<file path="src/rtl/ex_mem_stage.sv">
// EX/MEM pipeline register: 2-entry skid buffer (head + skid) with valid/ready on both sides,
// synchronous flush, saturating flush-drop counter and bubble gating of memory/branch controls.
module ex_mem_stage #(
    parameter int DW   = 32,
    parameter int RW   = 5,
    parameter int CNTW = 8
) (
    input  logic            clk,
    input  logic            rst_n,
    input  logic            in_valid,
    output logic            in_ready,
    input  logic [DW-1:0]   in_alu_result,
    input  logic [DW-1:0]   in_rd,
    input  logic            in_zero,
    input  logic            in_branch,
    input  logic            in_mw,
    input  logic            in_mr,
    input  logic [RW-1:0]   in_wreg,
    input  logic            in_reg_write,
    input  logic            flush,
    output logic            out_valid,
    input  logic            out_ready,
    output logic [DW-1:0]   out_alu_result,
    output logic [DW-1:0]   out_rd,
    output logic            out_zero,
    output logic            out_branch,
    output logic            out_mw,
    output logic            out_mr,
    output logic [RW-1:0]   out_wreg,
    output logic            out_reg_write,
    output logic [1:0]      occupancy,
    output logic [CNTW-1:0] flush_drops
);
    localparam int BW = 2*DW + RW + 5;

    typedef enum logic [1:0] {
        EMPTY = 2'd0,
        ONE   = 2'd1,
        FULL  = 2'd2
    } state_t;

    state_t          state_q, state_d;
    logic [BW-1:0]   head_q, head_d;
    logic [BW-1:0]   skid_q, skid_d;
    logic [BW-1:0]   in_beat;
    logic [CNTW-1:0] drops_q, drops_d;
    logic [CNTW:0]   drops_sum;
    logic [1:0]      kill_cnt;
    logic            accept, pop;
    logic            head_branch, head_mw, head_mr, head_reg_write;

    assign in_beat = {in_alu_result, in_rd, in_zero, in_branch, in_mw, in_mr, in_wreg, in_reg_write};

    // Handshake decoded purely from state so in_ready has no path from out_ready.
    assign in_ready  = (state_q != FULL);
    assign out_valid = (state_q != EMPTY);
    assign occupancy = state_q;
    assign accept    = in_valid & in_ready;
    assign pop       = out_valid & out_ready;

    always_comb begin
        state_d = state_q;
        head_d  = head_q;
        skid_d  = skid_q;
        case (state_q)
            EMPTY: begin
                if (accept) begin
                    state_d = ONE;
                    head_d  = in_beat;
                end
            end
            ONE: begin
                if (accept && !pop) begin
                    state_d = FULL;
                    skid_d  = in_beat;
                end else if (accept && pop) begin
                    head_d  = in_beat;
                end else if (pop) begin
                    state_d = EMPTY;
                end
            end
            FULL: begin
                if (pop) begin
                    state_d = ONE;
                    head_d  = skid_q;
                end
            end
            default: state_d = EMPTY;
        endcase
        // Flush kills everything held plus any beat accepted this cycle.
        if (flush) begin
            state_d = EMPTY;
            head_d  = head_q;
            skid_d  = skid_q;
        end
    end

    // Beats killed = held + accepted - delivered; never negative since pop implies occupancy>0.
    always_comb begin
        kill_cnt  = occupancy + {1'b0, accept} - {1'b0, pop};
        drops_sum = {1'b0, drops_q} + {{(CNTW-1){1'b0}}, kill_cnt};
        drops_d   = drops_q;
        if (flush) begin
            drops_d = drops_sum[CNTW] ? {CNTW{1'b1}} : drops_sum[CNTW-1:0];
        end
    end

    always_ff @(posedge clk or negedge rst_n) begin
        if (!rst_n) begin
            state_q <= EMPTY;
            head_q  <= '0;
            skid_q  <= '0;
            drops_q <= '0;
        end else begin
            state_q <= state_d;
            head_q  <= head_d;
            skid_q  <= skid_d;
            drops_q <= drops_d;
        end
    end

    assign {out_alu_result, out_rd, out_zero, head_branch, head_mw, head_mr,
            out_wreg, head_reg_write} = head_q;

    // Side-effecting controls are masked during bubbles; stale data is harmless.
    assign out_branch    = head_branch    & out_valid;
    assign out_mw        = head_mw        & out_valid;
    assign out_mr        = head_mr        & out_valid;
    assign out_reg_write = head_reg_write & out_valid;
    assign flush_drops   = drops_q;

endmodule
</file>
<file path="config.mk">
export PLATFORM = sky130hd
export DESIGN_NAME = ex_mem_stage
export DESIGN_NICKNAME = d
export VERILOG_FILES = /design/src/rtl/ex_mem_stage.sv
export SDC_FILE = /design/constraint.sdc
export NUM_CORES = 1
export LEC_CHECK = 0
export CAP_MARGIN = 0
export CORE_UTILIZATION = 35
export CTS_CLUSTER_DIAMETER = 80
export DETAILED_ROUTE_END_ITERATION = 7
export HOLD_SLACK_MARGIN = 0.08
export PLACE_DENSITY = 0.59
export SKIP_LAST_GASP = 1
export SLEW_MARGIN = 10
export SYNTH_ARGS = -nofsm -noshare
export SYNTH_HDL_FRONTEND = slang
export SYNTH_SLANG_ARGS = --single-unit
export TNS_END_PERCENT = 30
</file>
<file path="constraint.sdc">
create_clock -name clk -period 3.05 [get_ports clk]
set_clock_uncertainty 0.2 [all_clocks]
set_input_delay 0.61 -clock clk [delete_from_list [all_inputs] [get_ports clk]]
set_output_delay 0.61 -clock clk [all_outputs]
set_load 0.01 [all_outputs]
</file>
# --- After elaboration in Yosys (flattened, before gate mapping) ---
# Index checks and enable logic that the tools add are counted.
totals:
  inputBits: 79
  regBits: 158
  word_cells: 47
op_classes:
  mux: 13
  n_bitwise: 7
  addsub: 3
  eq_ne: 11
  reduce_logical: 9
op_table:
  columns: ["operator", "n"]
  rows:
  - ["74-bit 2-to-1 mux", 4]
  - ["74-bit one-hot mux with 3 select lines", 1]
  - ["2-bit 2-to-1 mux", 6]
  - ["2-bit != test (second input constant)", 5]
  - ["8-bit by 2-bit adder with 9-bit output", 1]
  - ["8-bit 2-to-1 mux", 1]
  - ["4-bit != test (second input constant)", 2]
  - ["1-bit bitwise AND", 6]
  - ["3-bit != test (second input constant)", 2]
  - ["2-bit one-hot mux with 3 select lines", 1]
  - ["6-bit AND reduction", 1]
  - ["4-bit AND reduction", 1]
  - ["3-bit AND reduction", 1]
  - ["3-bit nonzero test", 1]
  - ["2-bit by 1-bit adder with 2-bit output", 1]
  - ["2-bit by 1-bit equality test with 1-bit output (second input constant)", 1]
  - ["2-bit equality test (second input constant)", 1]
  - ["1-bit logical AND", 2]
  - ["2-bit zero test", 1]
  - ["2-bit nonzero test", 1]
  - ["2-bit by 1-bit subtractor with 2-bit output", 1]
  - ["1-bit zero test", 1]
  - ["1-bit NOT", 1]

# --- Logic depth before layout (Yosys ltp) ---
# Gate-level depths: netlist (run 1).
depth:
  ltp_word: 7
  depth_mapped: 16

# --- Least setup slack after synthesis (run 1) ---
# No wires, ideal clock.
synth_path:
  path_type: "register to register"
  start: "reg state_q[1] (netlist: occupancy[1])"
  end: "reg drops_q[7] (netlist: flush_drops[7])"
  path_stages_with_launch: 17
  period_less_slack_ns: 3.355
  setup_slack_ns: -0.305
  n_path_buf: 4
  setup_time_ns: 0.125
  t_required_ns: 2.725
  arrival_ns: 3.030
  path_cell_list: "dfrtp_1 > buf_6 > nor2b_1 > buf_2 > buf_6 > buf_4 > nor2b_1 > inv_1 > ha_1 > inv_1 > ha_1 > xnor2_1 > xnor2_1 > ha_1 > a21o_1 > nand4_1 > mux2_2"
synth_between:
  elab_chain_cells: 6
  word_cells_on_any_way: 8
  classes_between: "3 x add/sub; 1 x eq/ne; 1 x mux; 2 x bitwise; 1 x reduce/logical"
synth_lines:
  columns: ["item", "line_no", "source"]
  rows:
  - ["from (decl)", "42", "state_t state_q, state_d;"]
  - ["from (signal assigned)", "115", "state_q <= state_d;"]
  - ["2-bit != test", "55", "assign in_ready = (state_q != FULL);"]
  - ["1-bit bitwise AND", "58", "assign accept = in_valid & in_ready;"]
  - ["2-bit by 1-bit adder with 2-bit output", "100", "kill_cnt = occupancy + {1'b0, accept} - {1'b0, pop};"]
  - ["2-bit by 1-bit subtractor with 2-bit output (*)", "100", null]
  - ["8-bit by 2-bit adder with 9-bit output (*)", "101", "drops_sum = {1'b0, drops_q} + {{(CNTW-1){1'b0}}, kill_cnt};"]
  - ["8-bit 2-to-1 mux (*)", "104", "drops_d = drops_sum[CNTW] ? {CNTW{1'b1}} : drops_sum[CNTW-1:0];"]
  - ["to (signal assigned)", "118", "drops_q <= drops_d;"]
  - ["to (decl)", "46", "logic [CNTW-1:0] drops_q, drops_d;"]
# Every way passes the cells marked *; elsewhere a longest branch is shown, timed or not.
# A chain may end at the register's enable or synchronous reset.

# --- Worst setup path in the final report (run 1) ---
layout_path:
  start: "reg state_q[0] (netlist: occupancy[0])"
  end: "out in_ready"
layout_between:
  elab_chain_cells: 1
layout_lines:
  columns: ["item", "line_no", "source"]
  rows:
  - ["2-bit != test", "55", null]
  - ["to (decl)", "11", "output logic in_ready,"]
# No other way between the ends.

==> results of run 1 <==
-- cells in the mapped netlist --
| cell type | number | area, um2 |
|---|---|---|
| mux2_2 | 164 | 1850 |
| dfrtp_1 | 158 | 3950 |
| buf_4 | 72 | 541 |
| mux2_4 | 61 | 916 |
| buf_2 | 14 | 70.1 |
| buf_6 | 9 | 101 |
| nor2_1 | 8 | 30.0 |
| nor2b_1 | 8 | 50.1 |
| inv_1 | 7 | 26.3 |
| a21oi_1 | 6 | 30.0 |
| ha_1 | 6 | 75.1 |
| nand2_1 | 6 | 22.5 |
| a31oi_1 | 4 | 25.0 |
| nand3_1 | 3 | 15.0 |
| o21ai_0 | 3 | 15.0 |
| a41oi_1 | 2 | 17.5 |
| and2_1 | 2 | 12.5 |
| and3_1 | 2 | 12.5 |
| clkbuf_1 | 2 | 7.51 |
| xnor2_1 | 2 | 17.5 |
| a21o_1 | 1 | 7.51 |
| a221oi_1 | 1 | 8.76 |
| a2bb2oi_1 | 1 | 8.76 |
| a32o_1 | 1 | 10.0 |
| fa_1 | 1 | 20.0 |
| nand4_1 | 1 | 6.26 |
| nor3_1 | 1 | 5.00 |
| or3_1 | 1 | 6.26 |
-- final cells by class --
type / instances / share of cell area [%]
Tap cell: 280 / 3.47
Timing Repair Buffer: 185 / 18.6
Clock buffer: 19 / 4.39
Clock inverter: 13 / 2.33
Multi-Input combinational cell: 285 / 31.8
Inverter: 7 / 0.260
Sequential cell: 158 / 39.1
-- worst max-delay path, stage by stage, from the launching register on --
cell and delay, ps:
dfrtp_1 490, nor2b_4 200, buf_6 420, inv_1 80, clkdlybuf4s50_1 490
-- flip-flops by register name (all words and copies together), names as in the netlist --
| register | count |
|---|---|
| flush_drops | 8 |
| head_q | 74 |
| occupancy | 2 |
| skid_q | 74 |
-- power by group through the flow --
stage          combinational [uW]  sequential [uW]  clock, uW
2_1_floorplan                1450             3050          0
5_1_grt                      2190             3220       2630
3_3_place_gp                 2010             3120          0
4_1_cts                      2070             3130       2540
6_report                     2040             3120       2460
3_5_place_dp                 2060             3160          0
-- metrics by stage --
step / setup TNS (ps) / utilization [%]
6_report: 0 / 46.1
5_1_grt: 0 / 46.1
4_1_cts: 0 / 46.1
3_5_place_dp: -4980 / 43.0
3_3_place_gp: -1510 / 43.0
2_1_floorplan: -627 / -
-- per-layer routing --
metal  share of wire (%)  GRT usage [%]  wire length (um)
met4                 1.4           5.10               218
met2                  51           25.2              8140
met3                 4.7           4.05               755
met1                  43           17.5              6970
met5                   0              0                 0
-- kinds of logic (layout without fill, tap and decap cells) --
| group | Yosys count | in the layout | synth area share [%] |
|---|---|---|---|
| AOI/OAI and AO/OA | 19 | 19 | 1.56 |
| muxes | 225 | 225 | 35.2 |
| buffers and inverters | 104 | 224 | 9.49 |
| and+or+nand+nor | 32 | 32 | 2.04 |
| DFF | 158 | 158 | 50.3 |
| xor gates and xnor gates | 2 | 2 | 0.223 |
| adders and majority gates | 7 | 7 | 1.21 |
-- how the worst max path moves through the flow --
stage / cells past startpoint / start / endpoint
4_1_cts: 4 / occupancy[0] / in_ready
3_3_place_gp: 12 / in_valid / flush_drops[6]
2_1_floorplan: 16 / occupancy[1] / flush_drops[6]
6_report: 4 / occupancy[0] / in_ready
5_1_grt: 4 / occupancy[0] / in_ready
3_5_place_dp: 12 / in_valid / flush_drops[5]
-- repair_timing --
action	in CTS	in global routing
endpoints found under the setup margin	1	0
endpoints found under the hold margin	67	0
resized for setup	1	0
buffers inserted	0	0
hold buffers	1	0
==> reports/qor.txt, run 1 <==
RSZ-0062 raised after global routing: false
Max Cap Violations: 0
sequential element share of the synthesized area: 50.3%
Syn Inst Count: 547
vias in the first global route: 5069
CTS root buf: clkbuf_16
Ant. Diodes: 0
Placer Congestion: 0.711
Hold Path Depth: 1
initial core utilization: 35.9%
FF+latch area: 0.00395 mm2
Mapped Area: 0.00786 mm2
largest net degree at the start of global routing: 70
WP data arrival: 2120 ps
Die W: 152 um
first-pass GRT wire length: 27100 um
#FFs+latches synth: 158
grt ovf: 0
Slew Viols, Final: 0
Placed Instance Area: 0.00941 mm2
H-tree depth: 4
Peak VDD IR: 350 uV
row cnt: 54
final instance area: 0.0101 mm2
CP Max Fanout: 47
leakage power: 0.00427 uW
Clock Pin Slew Worst Setup and Hold Paths: 70 ps
Worst Hold Class: register to register
final hold viol count: 0
Hold Crit Endpoint: skid_q[67]
CP required: 2240 ps
post-route insts no fill: 947
switching portion of total power: 25.8%
Routed wire per std cell: 17.0 um
Reg power frac: 41.0%
Tot GR Track Use: 14.7%
reg-to-reg endpoint: flush_drops[6]
Tmin final: 2930 ps
fin worst setup slack: 124 ps
CTS tree: done
DR iter-0 viols: 114
Final Cycle Share: 95.9%
post-detailed-route count of antenna-violating nets: 0
core area: 0.0219 mm2
Crit. End Element: primary output
combinational share of power: 26.8%
R2R setup slack: 240 ps
Post-Route WL: 16100 um
Area growth, synth to finish: 28.6%
FILL cells: 1944
Hold Slack: 302 ps
sw power: 1960 uW
CTS Buf Count: 17
worst-margin pin slew: 673 ps
distinct cell type count after synthesis: 28
CTS sink count: 158
antenna violations before repair: 0
# IOs: 165
most frequent cells in the layout: mux2_2 (163), clkdlybuf4s50_1 (163), dfrtp_1 (158)
Yosys warning count: 0
Worst Path Class, Setup: register to primary output
R2R depth: 11
drt via density: 4.74
# nets final: 740
P_int: 5660 uW
Die ar.: 0.0231 mm2
FMAX: 342 MHz
reg2reg start: occupancy[0]
outcome: finished clean
worst-skew pair later-pin latency: 410 ps
Vias: 4491
Setup WS pre-CTS: -284 ps
Chip Height: 152 um
Pwr per Cell Area: 755 mW/mm2
overall power: 7620 uW
multi-input combinational cell area: 0.00321 mm2
IO Port Bufs: 164
drc violations: 0
Avg Inst Size Synth: 14.4 um2
share of layout cells above drive strength 1: 42.6%
Clock Power Share: 32.2%
final setup fails: 0
Max transition margin: 55.1%
crit path launch type: register
syn_nets: 633
dpl cells: 914
DRT Pass-1 Iters: 4
dpl hpwl: 10600 um
CTS Buffer Depth: 2
worst hold path startpoint: skid_q[67]
Note: power is estimated with default switching activity, not from simulation.
==> run 2, diff against run 1 <==
- CAP_MARGIN: 0 -> unset
==> results of run 2 <==
Same layout as run 1: the final DEF is identical, and so are final timing and power.
==> run 3, diff against run 2 <==
- REMOVE_ABC_BUFFERS: unset -> 1
==> reports/qor.txt, run 3 (synthesis results as in run 1) <==
outcome: finished clean (unchanged)
CTS tree: done (unchanged)
Die W: 152 um (unchanged)
H-tree depth: 4 (unchanged)
core area: 0.0219 mm2 (unchanged)
worst-skew pair later-pin latency: 420 ps (was 410 ps)
CP Max Fanout: 2 (was 47)
grt ovf: 0 (unchanged)
CP Cell Sequence: clkdlybuf4s50_1 -> inv_1 -> nor2_1 -> ha_1 -> inv_1 -> ha_1 -> xnor2_2 -> xnor2_2 -> ha_1 -> a21o_1 -> nand4_1 -> mux2_2 (was nor2b_4 -> buf_6 -> inv_1 -> clkdlybuf4s50_1)
# nets final: 744 (was 740)
# IOs: 165 (unchanged)
leakage power: 0.00424 uW (was 0.00427 uW)
CTS root buf: clkbuf_16 (unchanged)
slowest cell delay on critical path: 490 ps (about the same)
Area growth, synth to finish: 27.4% (was 28.6%)
CTS Buf Count: 17 (unchanged)
CTS Buffer Depth: 2 (unchanged)
crit path launch type: input pin (was register)
dpl hpwl: 10600 um (about the same)
final setup fails: 0 (unchanged)
WP data arrival: 3020 ps (was 2120 ps)
Ant. Diodes: 0 (unchanged)
Worst Hold Class: register to register (unchanged)
Max Cap Violations: 0 (unchanged)
Crit path top cell by count: ha_1
most frequent cells in the layout: mux2_2 (164), clkdlybuf4s50_1 (162), dfrtp_1 (158) (was mux2_2 (163), clkdlybuf4s50_1 (163), dfrtp_1 (158))
Max transition margin: 58.9% (was 55.1%)
CP required: 3150 ps (was 2240 ps)
Die ar.: 0.0231 mm2 (unchanged)
drt via density: 4.76 (was 4.74)
Peak VDD IR: 351 uV (was 350 uV)
drc violations: 0 (unchanged)
post-detailed-route count of antenna-violating nets: 0 (unchanged)
Vias: 4530 (was 4491)
DRT Pass-1 Iters: 4 (unchanged)
Clock Pin Slew Worst Setup and Hold Paths: 70 ps (about the same)
first-pass GRT wire length: 27000 um (was 27100 um)
dpl cells: 918 (was 914)
Routed wire per std cell: 17.0 um (about the same)
Slew Viols, Final: 0 (unchanged)
Crit. End Element: register (was primary output)
post-route insts no fill: 951 (was 947)
commonest non-fill, non-tap cell in the layout: mux2_2
vias in the first global route: 5024 (was 5069)
final hold viol count: 0 (unchanged)
fin worst setup slack: 136 ps (was 124 ps)
Setup WS pre-CTS: -470 ps (was -284 ps)
Pwr per Cell Area: 721 mW/mm2 (was 755 mW/mm2)
Post-CTS Setup Bufs: 0 (unchanged)
CP max-delay cell: clkdlybuf4s50_1 (was dfrtp_1)
DR iter-0 viols: 136 (was 114)
row cnt: 54 (unchanged)
IO Port Bufs: 164 (unchanged)
Worst Path Class, Setup: input pin to register (was register to primary output)
worst-margin pin slew: 617 ps (was 673 ps)
initial core utilization: 35.9% (unchanged)
Placer Congestion: 0.792 (was 0.711)
largest net degree at the start of global routing: 63 (was 70)
CTS sink count: 158 (unchanged)
antenna violations before repair: 0 (unchanged)
FMAX: 343 MHz (was 342 MHz)
Tmin final: 2910 ps (was 2930 ps)
Post-Route WL: 16200 um (was 16100 um)
share of layout cells above drive strength 1: 43.1% (was 42.6%)
Tot GR Track Use: 14.7% (about the same)
Final Cycle Share: 95.5% (was 95.9%)
Chip Height: 152 um (unchanged)
==> run 3: cell count changes in the layout (fill, tap and decap cells not counted), sizes merged <==
cell,before,now
bufinv,6,0
inv,9,15
buf,21,25
clkbuf,19,18
clkdlybuf4s50,163,162
clkinv,4,5
dlymetal6s2s,0,1
==> run 3: through the flow <==
step | area [um2] | hold slack, ps | util [%] | TNS [ps] | power (uW)
after floorplan | 7140 | 114 | - | -795470 | 4200
after global placement | 9410 | 283 | 43.0 | -3650 | 5130
after detailed placement | 9410 | 290 | 43.0 | -7080 | 5220
after CTS | 9990 | 307 | 45.6 | -5.38 | 7330
after global routing | 10000 | 320 | 45.7 | -0.211 | 7640
final | 10000 | 302 | 45.7 | 0 | 7210
==> run 3: worst paths after layout <==
check / to / depth (start not counted) / slack (ps) / from
hold reg to reg: skid_q[9] / 1 / 300 / skid_q[9]
min in group asynchronous: head_q[12] / 2 / 550 / rst_n
hold / removal: skid_q[9] / 1 / 300 / skid_q[9]
setup reg to reg: flush_drops[7] / 12 / 180 / occupancy[0]
max in group asynchronous: head_q[50] / 3 / 1370 / rst_n
setup / recovery: flush_drops[7] / 12 / 140 / out_ready
==> run 3: cell type report <==
type	count	area [um2]
fill	1957	11900
sequential	158	3950
multi-input combinational	285	3210
timing repair buffer	189	1910
clock buffer	18	429
tap	280	350
clock inverter	14	129
inverter	7	26.3
==> run 3: timing repair <==
item	4_1_cts	5_1_grt
endpoints found under the hold margin	60	0
gates resized for setup	3	5
pin swaps	2	3
cloned	0	0
hold buffers	1	0
setup endpoints to repair	3	7
==> run 3: where the power goes <==
group	internal (uW)	switching (uW)
logic	1350	694
clock network	1080	955
registers	2740	389
total	5170	2040
==> run 3: worst max-delay path: cells and delay by family <==
family / cells / cell delay, ps
buffers and inverters: 3 / 610
AO/OA/AOI/OAI: 1 / 200
adder cells (fa/ha/maj): 3 / 720
XOR/XNOR: 2 / 300
multiplexers: 1 / 330
AND/OR/NAND/NOR: 2 / 250
==> run 3: routing by layer <==
layer	GRT usage (%)	share of wire, %
met2	24.4	50
met5	0	0
met3	4.45	4.9
met4	3.62	0.93
met1	18.5	45
==> patch 1: new RTL, config.mk and constraints of run 2 <==
Set the parameter `RW` to 6 (it was 5).
--- a/src/rtl/ex_mem_stage.sv
+++ b/src/rtl/ex_mem_stage.sv
@@ -2,7 +2,7 @@
 // synchronous flush, saturating flush-drop counter and bubble gating of memory/branch controls.
 module ex_mem_stage #(
     parameter int DW   = 32,
-    parameter int RW   = 5,
+    parameter int RW   = 6,
     parameter int CNTW = 8
 ) (
     input  logic            clk,
Interface: changed (resized in_wreg and out_wreg); port bits go from 165 to 167. No check against the original RTL was run, so the function may have changed too.
==> patch 1 against run 2 <==
Cell area fell by 4.2%; critical path depth increased by 9; clock power decreased by 9.8%; combinational power is 12% lower; setup slack lost 0.011 ns; largest cell class unchanged; sequential cell count rose by 2; critical path type is now in -> reg; area after synthesis is 4.8% lower; routed wire length is 0.80% higher; power shrank 6.9%.
==> patch 1: results (changes against run 2) <==
status -> finished clean
Post-Synth XOR/XNOR Area -> 0.351% (+0.13 points)
most instantiated cells after synthesis -> 160 x dfrtp_1, 159 x nand2_1, 85 x nor2_1, 77 x mux2_2, 76 x buf_4
highest metal used -> met4
Placement Setup Slack -> -0.418 ns (-0.134 ns)
Layout Nets -> 903 (+22%)
port buffer count -> 166 (+1.2%)
GR Util met2 -> 23.9% (-1.3 points)
Lkg Pwr -> 0.00404 uW (-5.2%)
wire length on met3 -> 941 um (+25%)
GRT met3 Usage -> 4.17% (+0.12 points)
Avg Synthesized Cell Area -> 10.4 um^2 (-28%)
sequential cell area fraction in the yosys report -> 53.5% (+3.2 points)
sequential power -> 3080 uW (-1%)
Pint -> 5120 uW (-9.4%)
Setup crit start -> out_ready
Synth Area in Compound Gates -> 8.02% (+6.5 points)
Synth Net Count -> 807 (+27%)
first-pass GRT wire length -> 26,600 um (-2.0%)
share of layout cells above drive strength 1 -> 18.6% (-24 points)
Netlist cell types -> 30 (+7.1%)
main area contributors after synthesis -> dfrtp_1 54%, mux2_2 12%, nand2_1 8.0%
met2 WL -> 7370 um (-9.4%)
critical path arrival -> 3.05 ns (+0.93 ns)
Via Count -> 5,146 (+15%)
WL final -> 16,200 um (+0.80%)
M1 GR Usage -> 20.7% (+3.1 points)
Hold Crit Start -> skid_q[59]
Max VDD drop -> 0.369 mV (+5.7%)
final instance area -> 9680 um^2 (-4.2%)
met1 wire length -> 7720 um (+11%)
largest net degree at the start of global routing -> 77 (+10%)
Post-Synth Adder-Cell Area -> 1.27% (+0.062 points)
Max FO, Critical Path -> 3 (-94%)
Initial DRT Pass Iterations -> 6 (+2)
P_sw -> 1970 uW (+0.40%)
GPL Wtd Cong -> 0.721 (+1.4%)
vias in the first global route -> 5,175 (+2.1%)
overall routing resource usage -> 15.3% (+0.65 points)
fill count -> 1,995 (+2.6%)
clock share of power -> 31.3% (-0.9 points)
Final HPWL DP -> 10,200 um (-3.9%)
post-DR vias/cell -> 4.67 (-1.6%)
patch 1: final cells by class:
type | instances | share of cell area [%]
sequential | 160 | 41.4
multi-input combinational | 436 | 27.9
timing repair buffer | 191 | 20.5
clock buffer | 17 | 4.40
tap | 275 | 3.56
clock inverter | 14 | 1.87
inverter | 10 | 0.388
patch 1: critical path, delay by kind of cell:
kind,cells,cell delay [ns]
AND/OR/NAND/NOR,3,0.56
multiplexers,1,0.30
buffers and inverters,3,0.62
XOR/XNOR,2,0.24
AO/OA/AOI/OAI,1,0.06
adder cells (fa/ha/maj),3,0.64
patch 1: worst paths after layout:
kind,end,slack [ns],cells after the start
worst max-delay path,flush_drops[7],0.11,13
worst min-delay path,skid_q[59],0.30,1
worst max register to register,flush_drops[7],0.21,12
worst min register to register,skid_q[59],0.30,1
max in group asynchronous,skid_q[63],1.42,3
min in group asynchronous,skid_q[32],0.57,2
patch 1: repair_timing:
action	CTS	global route
setup endpoints to repair	1	2
hold endpoints to repair	62	0
resized for setup	2	1
hold buffers	1	0
==> patch 2: new RTL, config.mk and constraints of run 2 <==
Made on the original files. Reset style: synchronous (`rst_n`), changed in one clocked block.
--- a/src/rtl/ex_mem_stage.sv
+++ b/src/rtl/ex_mem_stage.sv
@@ -105,7 +105,7 @@
         end
     end
 
-    always_ff @(posedge clk or negedge rst_n) begin
+    always_ff @(posedge clk) begin
         if (!rst_n) begin
             state_q <= EMPTY;
             head_q  <= '0;
Formal check against the unedited RTL: differs if rst_n is asserted again (counterexample within 4 cycles, from zero or initial values and one cycle with rst_n low); with rst_n held inactive, the same outputs for 4 cycles.
==> patch 2 against run 2 <==
Routed wire length up 17%; sequential cell count unchanged; first-iteration DRC count up 110%; fmax up 2.6%; global-route usage up 3.0 points; cell area down 7.9%; register-to-register slack better by 0.08 ns; setup slack better by 0.075 ns; area after synthesis down 6.8%.
Power is not compared: it rests on default switching activity, and its combinational part moved more than twofold at a synthesized area within 25%.
==> patch 2: results (changes against run 2) <==
sequential cell area fraction in the yosys report -> 43.2% (-7.1 points)
main area contributors after synthesis -> dfxtp_1 43%, mux2i_1 10%, nand2_1 7.9%
WL final -> 18,700 um (+17%)
most instantiated cells after synthesis -> 158 x dfxtp_1, 154 x nand2_1, 102 x a21oi_1, 74 x mux2i_1, 72 x buf_4
sequential portion of the cell area -> 34.0% (-5.1 points)
Post-DP Area -> 8730 um^2 (-7.2%)
share of layout cells above drive strength 1 -> 9.87% (-33 points)
largest net degree at the start of global routing -> 67 (-4.3%)
area of the multi-input gates -> 3300 um^2 (+2.8%)
DR iter-0 viols -> 244 (+110%)
Worst-Margin Slew -> 0.687 ns (+0.0139 ns)
first-pass GRT wire length -> 29,900 um (+10%)
nonclk buf count -> 188 (+1.6%)
DR WL/cell -> 16.1 um (-5.0%)
Netlist cell types -> 35 (+25%)
critical path arrival -> 2.04 ns (-0.08 ns)
overall routing resource usage -> 17.7% (+3.0 points)
NonClk Buf Share -> 20.4% (+1.7 points)
Max FO, Critical Path -> 40 (-15%)
Synth async-reset ratio -> 0% (-100 points)
Mapped Cells -> 810 (+48%)
Synth Net Count -> 897 (+42%)
logic gate share of total power -> 13.1%
vias in the first global route -> 5,492 (+8.3%)
Placement Setup Slack -> -0.204 ns (+0.0797 ns)
fill count -> 1,949 (+0.26%)
placed cell count -> 1,131 (+24%)
clock network area share -> 6.16% (-0.56 points)
Non-CTS inverters -> 9 (+2)
GPL Wtd Cong -> 0.756 (+6.3%)
status -> finished clean
Post-CTS Setup Inserts -> 0 (unchanged)
Layout Nets -> 967 (+31%)
number of clock buffers in the layout -> 21 (+2)
Via Count -> 5,811 (+29%)
comb_multi_in -> 506 (+78%)
Final HPWL DP -> 11,300 um (+6.2%)
Initial DRT Pass Iterations -> 5 (+1)
ys flop type -> dfxtp_1
multi-input combinational area share -> 35.4% (+3.7 points)
-- patch 2: final timing paths --
path	from	endpoint	slack [ns]	depth (start not counted)
hold reg to reg	skid_q[23]	skid_q[23]	0.25	2
hold / removal	skid_q[23]	skid_q[23]	0.25	2
setup / recovery	occupancy[0]	in_ready	0.20	3
setup reg to reg	occupancy[0]	flush_drops[7]	0.32	12
-- patch 2: layer usage --
layer	vias up	routed length (um)	GRT usage [%]
met3	15	931	4.66
met2	136	8730	28.3
met1	2779	8810	22.9
met5	-	0	0
li1	2881	-	-
met4	0	271	6.25
-- patch 2: kinds of logic after synthesis --
group | share of synthesized area, %
adder cells (fa/ha/maj) | 1.47
AO/OA/AOI/OAI | 18.9
buffers and inverters | 12.3
XOR/XNOR | 0.479
flip-flops | 43.2
AND/OR/NAND/NOR | 13.5
multiplexers | 10.1
-- patch 2: worst max-delay path, stage by stage (launching register included) --
cell             delay [ns]
dfxtp_2                0.41
nand2b_4               0.16
buf_6                  0.41
clkdlybuf4s50_1        0.64
